===== src/rtl/mul_pipe.sv =====
// Pipelined multiplier with optional round-half-up right shift and a valid/ready handshake.
// Build option: define MUL_PIPE_SAT_EN to clamp out-of-range results and raise ovf.
module mul_pipe #(
  parameter int A_W    = 10,
  parameter int B_W    = 18,
  parameter int OUT_W  = 28,
  parameter int LAT    = 4,
  parameter int SIGNED = 0,
  parameter int SHIFT  = 0
) (
  input  logic             clk,
  input  logic             rst,
  input  logic             in_valid,
  output logic             in_ready,
  input  logic [A_W-1:0]   a,
  input  logic [B_W-1:0]   b,
  output logic             out_valid,
  input  logic             out_ready,
  output logic [OUT_W-1:0] result,
  output logic             ovf
);

  localparam int W  = A_W + B_W;
  // Two guard bits: one for unsigned operands in signed arithmetic, one for the rounding add.
  localparam int RW = W + 2;
  localparam logic [RW-1:0] RND = (SHIFT == 0) ? '0 :
    ({{(RW-1){1'b0}}, 1'b1} << ((SHIFT == 0) ? 0 : SHIFT - 1));

  logic signed [A_W:0]    a_x;
  logic signed [B_W:0]    b_x;
  logic signed [RW-1:0]   prod;
  logic signed [RW-1:0]   sum;
  logic signed [RW-1:0]   r;
  logic [OUT_W-1:0]       res_c;
  logic                   ovf_c;
  logic                   advance;

  assign a_x  = (SIGNED != 0) ? $signed({a[A_W-1], a}) : $signed({1'b0, a});
  assign b_x  = (SIGNED != 0) ? $signed({b[B_W-1], b}) : $signed({1'b0, b});
  assign prod = RW'(a_x) * RW'(b_x);
  assign sum  = prod + $signed(RND);
  assign r    = sum >>> SHIFT;

  generate
    if (OUT_W >= RW) begin : g_ext
      assign res_c = OUT_W'(r);
      assign ovf_c = 1'b0;
    end else begin : g_red
`ifdef MUL_PIPE_SAT_EN
      localparam logic signed [RW-1:0] MAXV = (SIGNED != 0) ?
        $signed({{(RW-OUT_W+1){1'b0}}, {(OUT_W-1){1'b1}}}) :
        $signed({{(RW-OUT_W){1'b0}}, {OUT_W{1'b1}}});
      localparam logic signed [RW-1:0] MINV = (SIGNED != 0) ?
        $signed({{(RW-OUT_W+1){1'b1}}, {(OUT_W-1){1'b0}}}) :
        $signed({RW{1'b0}});
      always_comb begin
        res_c = r[OUT_W-1:0];
        ovf_c = 1'b0;
        if (r > MAXV) begin
          res_c = MAXV[OUT_W-1:0];
          ovf_c = 1'b1;
        end else if (r < MINV) begin
          res_c = MINV[OUT_W-1:0];
          ovf_c = 1'b1;
        end
      end
`else
      logic unused_r_hi;
      assign unused_r_hi = ^r[RW-1:OUT_W];
      assign res_c = r[OUT_W-1:0];
      assign ovf_c = 1'b0;
`endif
    end
  endgenerate

  logic [LAT-1:0]   vld;
  logic [LAT-1:0]   ovf_q;
  logic [OUT_W-1:0] res_q [LAT];

  assign advance  = !out_valid || out_ready;
  assign in_ready = advance;

  // Whole pipeline moves or holds as one; a bubble enters when in_valid is low.
  always_ff @(posedge clk) begin
    if (rst) begin
      vld   <= '0;
      ovf_q <= '0;
      for (int i = 0; i < LAT; i++) res_q[i] <= '0;
    end else if (advance) begin
      vld[0]   <= in_valid;
      res_q[0] <= res_c;
      ovf_q[0] <= ovf_c;
      for (int i = LAT - 1; i > 0; i--) begin
        vld[i]   <= vld[i-1];
        res_q[i] <= res_q[i-1];
        ovf_q[i] <= ovf_q[i-1];
      end
    end
  end

  assign out_valid = vld[LAT-1];
  assign result    = res_q[LAT-1];
  assign ovf       = ovf_q[LAT-1];

endmodule

===== config.mk =====
export PLATFORM = sky130hd
export DESIGN_NAME = mul_pipe
export DESIGN_NICKNAME = d
export VERILOG_FILES = /design/src/rtl/mul_pipe.sv
export SDC_FILE = /design/constraint.sdc
export NUM_CORES = 1
export LEC_CHECK = 0
export BUFFER_PORTS_ARGS = -buffer_cell sky130_fd_sc_hd__clkbuf_2
export CAP_MARGIN = 10
export CORE_ASPECT_RATIO = 0.9
export CORE_MARGIN = 2
export CORE_UTILIZATION = 45
export DETAILED_ROUTE_END_ITERATION = 12
export MAX_ROUTING_LAYER = met4
export PLACE_DENSITY = 0.72
export SYNTH_ARGS = -nofsm -noshare
export SYNTH_HDL_FRONTEND = slang
export SYNTH_SLANG_ARGS = --single-unit

===== constraint.sdc =====
create_clock -name clk -period 5.95 [get_ports clk]
set_clock_uncertainty 0.05 [all_clocks]
set_input_delay 0.595 -clock clk [delete_from_list [all_inputs] [get_ports clk]]
set_output_delay 0.595 -clock clk [all_outputs]
set_load 0.01 [all_outputs]

## Word-level counts from Yosys, hierarchy flattened

Memories as Yosys holds them, arrays and structs flattened.
Cells that the tools add are included.

- Eq/ne operators: 0
- Shift operators: 0
- Magnitude comparators: 0
- Reductions and logical operators: 2
- Bitwise gates (word level): 4
- Div/mod/pow operators: 0
- Add/sub/neg operators: 0
- Multipliers: 1
- Muxes and demuxes: 9

Operator list:

| operator | count |
|---|---|
| 2-to-1 mux 28 bit | 4 |
| multiplier 10 x 18 -> 28 bit | 1 |
| 2-to-1 mux 1 bit | 5 |
| bitwise OR 1 bit | 4 |
| zero test 1 bit | 1 |
| logical OR 1 bit | 1 |

- Bits in latches: 0
- Word-level logic and storage cells: 18
- Input bits: 32
- Register bits: 4
- Output and inout port bits: 31
- ROM bits: 0
- Memories: 1
- RAM bits: 112

Memories:

| name | words | bits a word | read ports | clocked after memory_dff | write ports | line | source |
|---|---|---|---|---|---|---|---|
| res_q | 4 | 28 | 4 | 0 | 4 | 78 | `logic [OUT_W-1:0] res_q [LAT];` |

## Logic depth before layout (Yosys ltp)

Gate-level depths: netlist of the first run.

- Word-level depth: 6
- Mapped depth: 20
- Mapped depth without buffers: 18

## Worst setup path before layout of the first run

Ideal clock, no wire load.

- Path type: input -> register
- Start: in a[1]
- End: mem res_q[0][27] (data pin)
- Stages: 20
- Arrival: 5.292 ns
- Required time: 5.633 ns
- Setup time: 0.267 ns
- Slack: 0.341 ns
- Cells stage by stage: clkbuf_1 > clkbuf_1 > nand2_1 > fa_1 > inv_1 > fa_1 > inv_1 > fa_1 > inv_1 > fa_1 > inv_1 > fa_1 > inv_1 > ha_1 > a21oi_1 > o21ai_0 > nor3_2 > a2111oi_4 > o31ai_1 > nor3b_2

RTL lines:

| element | line | source |
|---|---|---|
| from (decl) | 15 | `input logic [A_W-1:0] a,` |
| to (decl) | 78 |  |

==> results.json, run 1 <==
{
  "period_share_pct": 90.0,
  "cts_tree": "built",
  "grt_max_degree": 95,
  "port_buffers": 61,
  "post_cts_buffers": 0,
  "cts_hold_buf": 0,
  "critical_path_class": "input pin to flip-flop",
  "drt-vias-per-instance": 4.91,
  "io_pins": 63,
  "hold_violations": 0,
  "ys_top_cells_by_count": "and2_1 (181), fa_1 (126), inv_1 (118), edfxtp_1 (112), nand2_1 (109)",
  "detailed_place_hpwl_mm": 13.7,
  "clk_path_buf_depth": 2,
  "yosysTopAreaCell": "edfxtp_1",
  "drive_above_1_share_pct": 10.9,
  "synth_top_area_share_pct": 33.3,
  "cp.arrival_ns": 5.45,
  "ys_async_sr_fraction_pct": 0,
  "max_freq_mhz": 187,
  "rsz0062_at_grt": "false",
  "synth_most_common_cell": "and2_1",
  "ys_types": 59,
  "hold-worst-slack_ns": 0.387,
  "detail_route.first_pass.iterations": 5,
  "ys_seq_area_share_pct": 34.1,
  "place_inst": 1253,
  "avgSynthCellArea_sq_um": 10.8,
  "overflow": 0,
  "final_util_pct": 50.3,
  "worstMarginPinSlew_ns": 0.693,
  "fin_nets": 1196,
  "drv_cap": 0,
  "finalMaxSlewViolations": 0,
  "syn_to_final_growth_pct": 10.7,
  "coreArea_sq_um": 22300,
  "synth_edf_count": 112,
  "cp-start-kind": "input pin",
  "fin_cells": 1284,
  "worstPathRequired_ns": 6.04,
  "netlist_instances": 939,
  "timing.final.crit_period_ns": 5.36,
  "p_leak_nw": 5.31,
  "fin_tns_setup_ns": 0,
  "die_height_microns": 146,
  "rows": 52,
  "synth_flop_cell": "edfxtp_1",
  "min-delay-path-class": "input pin to flip-flop",
  "die_w_microns": 162,
  "ant_nets": 0,
  "clk_latency_ns": 0.40,
  "post-place-ws_ns": 0.214,
  "placed_cell_area_sq_um": 10600,
  "endpoint_kind": "flip-flop",
  "grt_pass1_wl_mm": 31.0,
  "cts_resized": 0,
  "setup_violations": 0,
  "synthesis.nets": 1160,
  "htree_levels": 4,
  "power.density_nw_per_um2": 492,
  "final_area_sq_um": 11200,
  "setup_ws_ns": 0.593,
  "maxSlewHeadroom_pct": 53.8,
  "status": "complete, no violations",
  "diodes": 0,
  "gp_congestion": 0.866,
  "numCtsBuffers": 17,
  "vias": 6301,
  "antenna_found_initial": 0,
  "ys_warn_count": 0,
  "grt_pass1_vias": 6454,
  "netlist_top_cells_area": "edfxtp_1 (33%), fa_1 (25%), and2_1 (11%)",
  "synth-seq-cells": 116,
  "crit_fanout": 18,
  "finalPower_mw": 5.50,
  "drc": 0,
  "ir_drop_mv": 0.392,
  "grt_usage_pct": 16.5,
  "synthesis.area_sq_um": 10100,
  "die-area_sq_um": 23700,
  "cts_root_buf": "clkbuf_16",
  "wl_per_cell_microns": 13.8,
  "clk_pin_slew_worst_paths_ns": 0.05,
  "clock-sinks": 116,
  "start_util_pct": 45.4,
  "totalWireLength_mm": 17.7,
  "drt_iter0_drc": 300
}
-- path summary, 6_finish.rpt --
check	start	depth (start not counted)	end	slack [ns]
min	in_valid	3	vld[0]	0.39
min reg2reg	vld[2]	2	vld[3]	0.43
max	a[1]	19	res_q[0][19]	0.59
max reg2reg	vld[3]	4	res_q[2][9]	3.71
-- worst max-delay path, stage by stage --
cell and delay [ns]:
clkbuf_2 0.32, nand2_1 0.14, fa_1 0.55, inv_1 0.05, fa_1 0.50, inv_1 0.05, fa_1 0.52, inv_1 0.05
fa_1 0.48, inv_1 0.05, fa_1 0.47, inv_1 0.04, ha_1 0.34, a21oi_1 0.17, o21ai_0 0.17, nor3_2 0.35
a21oi_1 0.17, a41oi_1 0.31, mux2i_1 0.11
-- cells in the final DEF (no fill, tap or decap), types with 8 or more instances in the layout --
master | synthesis | layout
and2_1 | 181 | 181
fa_1 | 126 | 126
inv_1 | 118 | 118
edfxtp_1 | 112 | 112
nand2_1 | 109 | 109
ha_1 | 63 | 63
clkbuf_2 | 1 | 61
nor2_1 | 30 | 29
a21oi_1 | 26 | 26
clkbuf_16 | 0 | 17
o21ai_0 | 11 | 11
a21o_1 | 10 | 10
nor3_1 | 8 | 8
-- cell type report --
| cell class | count | area [sq um] |
|---|---|---|
| clock inverter | 12 | 115 |
| sequential | 116 | 3440 |
| fill | 2043 | 11100 |
| inverter | 118 | 443 |
| timing repair buffer | 65 | 335 |
| multi-input combinational | 657 | 6040 |
| tap | 297 | 372 |
| clock buffer | 19 | 433 |
-- routing by layer --
metal | global-route usage (%) | routed length, microns | vias to the layer above
met5 | - | 0 | -
met4 | 3.63 | 108 | 0
li1 | - | - | 3087
met1 | 22.6 | 8370 | 3047
met3 | 3.27 | 850 | 12
met2 | 25.9 | 8350 | 155
-- logic make-up after synthesis --
group                      synth area share [%]
other                                    0.0371
muxes                                     0.693
xor gates and xnor gates                   1.13
DFF                                        34.1
and+or+nand+nor                            19.2
buffers and inverters                      6.28
AOI/OAI and AO/OA                          5.89
adders and majority gates                  32.8
-- sequential cells by signal (all words and copies together), names as in the netlist --
register  flops
res_q       112
vld           4
-- where the power goes --
part / internal [mW] / switching [mW] / total, mW
combinational: 1.37 / 2.08 / 3.45
sequential: 1.12 / 0.0217 / 1.14
clock: 0.603 / 0.308 / 0.910
Power figures use the tool's default switching activity.
==> inputs of run 2 (changes only) <==
- CORE_MARGIN: 2 -> not set
- GPL_TIMING_DRIVEN: not set -> 0
- RECOVER_POWER: not set -> 50
==> run 2 against run 1 <==
Effect of this change: the flow now finishes with violations (capacitance limit, slew limit); largest cell class unchanged; worst setup slack worse by 0.34 ns; power up 1.9%; die area down 2.6%; routed wire length up 11%; sequential share of layout area down 0.12 points; register-to-register slack worse by 1.7 ns; core utilization up 1.2 points; count of clock-buffer cells in the layout down 1; sequential cell count unchanged; design area up 0.40%; via count up 4.7%.
==> results.json, run 2 (synthesis gave the netlist of run 1 again) <==
{
  "critPathSlowestCell": "fa_1",
  "crit_top_cell": "fa_1",
  "cp.arrival_ns": 5.80,
  "cpPeakStageDelay_ns": 0.53,
  "die_w_microns": 160,
  "port_buffers": 42,
  "start_util_pct": 46.3,
  "p_leak_nw": 5.20,
  "post_cts_buffers": 0,
  "power.density_nw_per_um2": 499,
  "maxSlewHeadroom_pct": -29.2,
  "grt_usage_pct": 18.9,
  "hold_violations": 0,
  "overflow": 0,
  "clock-sinks": 116,
  "antenna_found_initial": 0,
  "vias": 6598,
  "clk_pin_slew_worst_paths_ns": 0.06,
  "reg_top3": "res_q (112), vld (4)",
  "numCtsBuffers": 17,
  "max_freq_mhz": 175,
  "diodes": 0,
  "grt_pass1_vias": 6584,
  "p_switching_mw": 2.51,
  "grt_pass1_wl_mm": 32.7,
  "netSwitchingFraction_pct": 44.8,
  "largest-register": "res_q",
  "syn_to_final_growth_pct": 11.1,
  "drc": 0,
  "htree_levels": 4,
  "min-delay-path-class": "input pin to flip-flop",
  "layout_common_cells": "and2_1 (174), fa_1 (126), inv_1 (118)",
  "status": "complete, but fails checks",
  "rsz0062_at_grt": "true",
  "drive_above_1_share_pct": 6.81,
  "final_area_sq_um": 11200,
  "power_frac_clock_pct": 17.4,
  "coreArea_sq_um": 21800,
  "detailed_place_hpwl_mm": 15.3,
  "totalWireLength_mm": 19.6,
  "rows": 51,
  "fin_tns_setup_ns": 0,
  "hold-worst-slack_ns": 0.367,
  "io_pins": 63,
  "combinationalPowerShare_pct": 62.3,
  "ant_nets": 0,
  "drv_cap": 2,
  "worstMarginPinSlew_ns": 1.94,
  "finalMaxSlewViolations": 46,
  "worstPathRequired_ns": 6.05,
  "violations": "capacitance limit, slew limit",
  "drt-vias-per-instance": 5.06,
  "fin_nets": 1221,
  "p_seq_share_pct": 20.3,
  "post-place-ws_ns": -0.555,
  "setup_violations": 0,
  "period_share_pct": 95.8,
  "final_util_pct": 51.5,
  "grt_max_degree": 69,
  "cts_tree": "built",
  "largest_reg_flops": 112,
  "gp_congestion": 0.897,
  "crit_path_cell_trace": "clkbuf_1 -> clkbuf_2 -> nand2_1 -> fa_1 -> inv_1 -> fa_1 -> fa_1 -> fa_1 -> inv_1 -> fa_1 -> inv_1 -> ha_1 -> clkbuf_2 -> nand3_2 -> nor3_2 -> nand3_1 -> a2111oi_4 -> o31ai_1 -> nor3b_2",
  "ir_drop_mv": 0.370,
  "clk_path_buf_depth": 2,
  "die_height_microns": 144,
  "cts_root_buf": "clkbuf_16",
  "clk_latency_ns": 0.41,
  "setup_ws_ns": 0.250,
  "placed_cell_area_sq_um": 10700,
  "die-area_sq_um": 23100,
  "timing.final.crit_period_ns": 5.70,
  "drt_iter0_drc": 376,
  "critical_path_class": "input pin to flip-flop",
  "detail_route.first_pass.iterations": 4,
  "endpoint_kind": "flip-flop",
  "wl_per_cell_microns": 15.0,
  "cp-start-kind": "input pin",
  "crit_fanout": 10,
  "p_int_mw": 3.09,
  "final_common_cell": "and2_1"
}
[run 2: cell count changes in the layout (fill, tap and decap cells not counted), sizes merged]
| cell | delta |
|---|---|
| clkinv | -4 |
| inv | +5 |
| clkinvlp | +1 |
| clkbuf | +24 |
[run 2: layout make-up]
cell class	instances	area, sq um
multi-input combinational	657	6030
clock inverter	14	151
timing repair buffer	43	179
fill	2035	10600
clock buffer	18	429
tap	291	364
inverter	118	443
sequential	116	3440
buffer	47	191
[run 2: per-stage QoR]
stage	total power, mW	std cells
2_1_floorplan	3.83	939
3_3_place_gp	4.58	1272
6_report	5.60	1304
5_1_grt	6.14	1304
3_5_place_dp	4.62	1273
4_1_cts	5.63	1305
[run 2: worst max-delay path: cells and delay by family]
| kind | cells | cell delay, ns |
|---|---|---|
| adder cells (fa/ha/maj) | 6 | 2.73 |
| buffers and inverters | 6 | 1.10 |
| AND/OR/NAND/NOR | 5 | 0.83 |
| AO/OA/AOI/OAI | 2 | 0.52 |
[run 2: timing repair]
item	4_1_cts	5_1_grt
setup endpoints to repair	4	10
gates resized for setup	2	4
hold buffers	0	0
hold endpoints to repair	0	0
[run 2: layer usage]
layer | GRT usage [%] | vias to the layer above | routed length [microns]
li1 | - | 3139 | -
met1 | 24.2 | 3260 | 8830
met2 | 31.0 | 167 | 9620
met3 | 2.67 | 32 | 833
met4 | 6.52 | 0 | 312
met5 | - | - | 0
[run 2: final timing paths]
kind	startpoint	endpoint	slack [ns]	cells after the start
worst max-delay path	a[2]	res_q[0][27]	0.25	19
worst min-delay path	in_valid	vld[0]	0.37	3
worst max register to register	vld[3]	res_q[3][23]	2.06	4
worst min register to register	vld[2]	vld[3]	0.42	2
[run 2: power by group through the flow]
stage / clock network, mW / registers, mW / logic, mW
after floorplan: 0 / 1.15 / 2.68
after global placement: 0 / 1.15 / 3.43
after detailed placement: 0 / 1.15 / 3.46
after CTS: 0.993 / 1.14 / 3.49
after global routing: 1.02 / 1.15 / 3.96
final: 0.976 / 1.14 / 3.49
==> inputs of run 3 (changes only) <==
- CORE_ASPECT_RATIO: 0.9 -> 1.5
==> run 3 against run 2 <==
Effect of this change: the flow still finishes with violations (capacitance limit, slew limit); critical path depth did not move; sequential share of layout area rose by 0.13 points; via count fell by 0.29%; global-route usage fell by 0.47 points; fmax barely moved; sequential cell count did not move; non-clock buffer count rose by 1; final cell count fell by 1.4%; register-to-register slack got worse by 1.1 ns; die area barely moved; core utilization fell by 0.35 points; critical path type unchanged; critical endpoint unchanged; largest cell class unchanged.
==> results.json, run 3 (synthesis gave the netlist of run 1 again) <==
{
  "die_height_microns": 186,
  "cp-start-kind": "input pin",
  "port_buffers": 42,
  "final.fill_count": 1975,
  "drc": 0,
  "rows": 66,
  "worstMarginPinSlew_ns": 2.78,
  "drv_cap": 2,
  "ant_nets": 0,
  "cp.arrival_ns": 5.81,
  "syn_to_final_growth_pct": 10.7,
  "drt-vias-per-instance": 5.12,
  "worstPathRequired_ns": 6.06,
  "clock-sinks": 116,
  "die-area_sq_um": 23100,
  "critical_path_class": "input pin to flip-flop",
  "layout_common_cells": "and2_1 (158), fa_1 (126), inv_1 (118)",
  "drive_above_1_share_pct": 6.71,
  "timing.final.crit_period_ns": 5.70,
  "violations": "capacitance limit, slew limit",
  "setup_ws_ns": 0.247,
  "fin_cells": 1286,
  "diodes": 0,
  "reg_top3": "res_q (112), vld (4)",
  "largest-register": "res_q",
  "post-place-ws_ns": -0.386,
  "maxSlewHeadroom_pct": -85.0,
  "clk_pin_slew_worst_paths_ns": 0.06,
  "power.density_nw_per_um2": 485,
  "period_share_pct": 95.9,
  "antenna_found_initial": 0,
  "fin_nets": 1222,
  "largest_reg_flops": 112,
  "hold-worst-slack_ns": 0.359,
  "cts_root_buf": "clkbuf_16",
  "overflow": 0,
  "grt_pass1_vias": 6861,
  "grt_usage_pct": 18.4,
  "p_leak_nw": 5.17,
  "final_common_cell": "and2_1",
  "clk_latency_ns": 0.41,
  "max_freq_mhz": 175,
  "clk_path_buf_depth": 2,
  "numCtsBuffers": 17,
  "detail_route.first_pass.iterations": 4,
  "setup_violations": 0,
  "start_util_pct": 46.2,
  "ir_drop_mv": 0.281,
  "status": "complete, but fails checks",
  "drt_iter0_drc": 221,
  "min-delay-path-class": "input pin to flip-flop",
  "finalPower_mw": 5.43,
  "finalMaxSlewViolations": 115,
  "grt_pass1_wl_mm": 32.2,
  "vias": 6579,
  "cts_tree": "built",
  "place_inst": 1254,
  "io_pins": 63,
  "hold_violations": 0,
  "wl_per_cell_microns": 15.0,
  "rsz0062_at_grt": "false",
  "coreArea_sq_um": 21900,
  "detailed_place_hpwl_mm": 15.3,
  "endpoint_kind": "flip-flop",
  "final_area_sq_um": 11200,
  "htree_levels": 4,
  "gp_congestion": 0.907,
  "die_w_microns": 124,
  "grt_max_degree": 58,
  "placed_cell_area_sq_um": 10700,
  "crit_fanout": 10,
  "totalWireLength_mm": 19.4
}
run 3: layout make-up:
type | instances | area [sq um] | area share (%)
well taps | 272 | 340 | 3.04
inverters | 118 | 443 | 3.96
flip-flops and latches | 116 | 3440 | 30.8
clock buffers | 20 | 447 | 3.99
repair buffers | 43 | 178 | 1.59
plain buffers | 48 | 196 | 1.76
multi-input cells | 657 | 6030 | 53.9
clock inverters | 12 | 108 | 0.962
run 3: path summary, 6_finish.rpt:
| kind | from | cells after the start | endpoint | slack [ns] |
|---|---|---|---|---|
| setup / recovery | a[2] | 19 | res_q[0][27] | 0.25 |
| hold / removal | in_valid | 3 | vld[0] | 0.36 |
| setup reg to reg | vld[3] | 4 | res_q[2][7] | 0.95 |
| hold reg to reg | vld[0] | 2 | vld[0] | 0.45 |
run 3: through the flow:
step                TNS (ns)  utilization, %
floorplan                  0               -
global placement       -2.36            48.7
detailed placement     -2.66            48.9
CTS                        0            51.4
global route               0            51.1
finish                     0            51.1
run 3: worst max-delay path: stages:
cell and delay [ns]:
clkbuf_1 0.42, clkbuf_2 0.34, nand2_1 0.11, fa_1 0.52
inv_1 0.05, fa_1 0.50, fa_1 0.46, fa_1 0.51
inv_1 0.05, fa_1 0.47, inv_1 0.04, ha_1 0.26
clkbuf_2 0.18, nand3_2 0.12, nor3_2 0.32, nand3_1 0.19
a2111oi_4 0.42, o31ai_1 0.10, nor3b_2 0.15
run 3: power breakdown:
| group | leakage [nW] | total (mW) | internal (mW) | switching [mW] |
|---|---|---|---|---|
| registers | 1.37 | 1.14 | 1.11 | 0.0233 |
| logic | 3.54 | 3.37 | 1.34 | 2.02 |
| clock network | 0.254 | 0.924 | 0.582 | 0.342 |
| total | 5.17 | 5.43 | 3.04 | 2.39 |
run 3: routing by layer:
metal	up-vias	GRT usage, %	wire length, microns
met1	3231	18.1	7220
li1	3136	-	-
met2	164	34.6	10600
met4	0	9.54	858
met3	48	3.16	643
met5	-	-	0
run 3: what timing repair did:
action,in CTS,in global routing
gates resized for setup,0,10
setup buffers,0,0
hold buffers,0,0
setup endpoints to repair,0,11
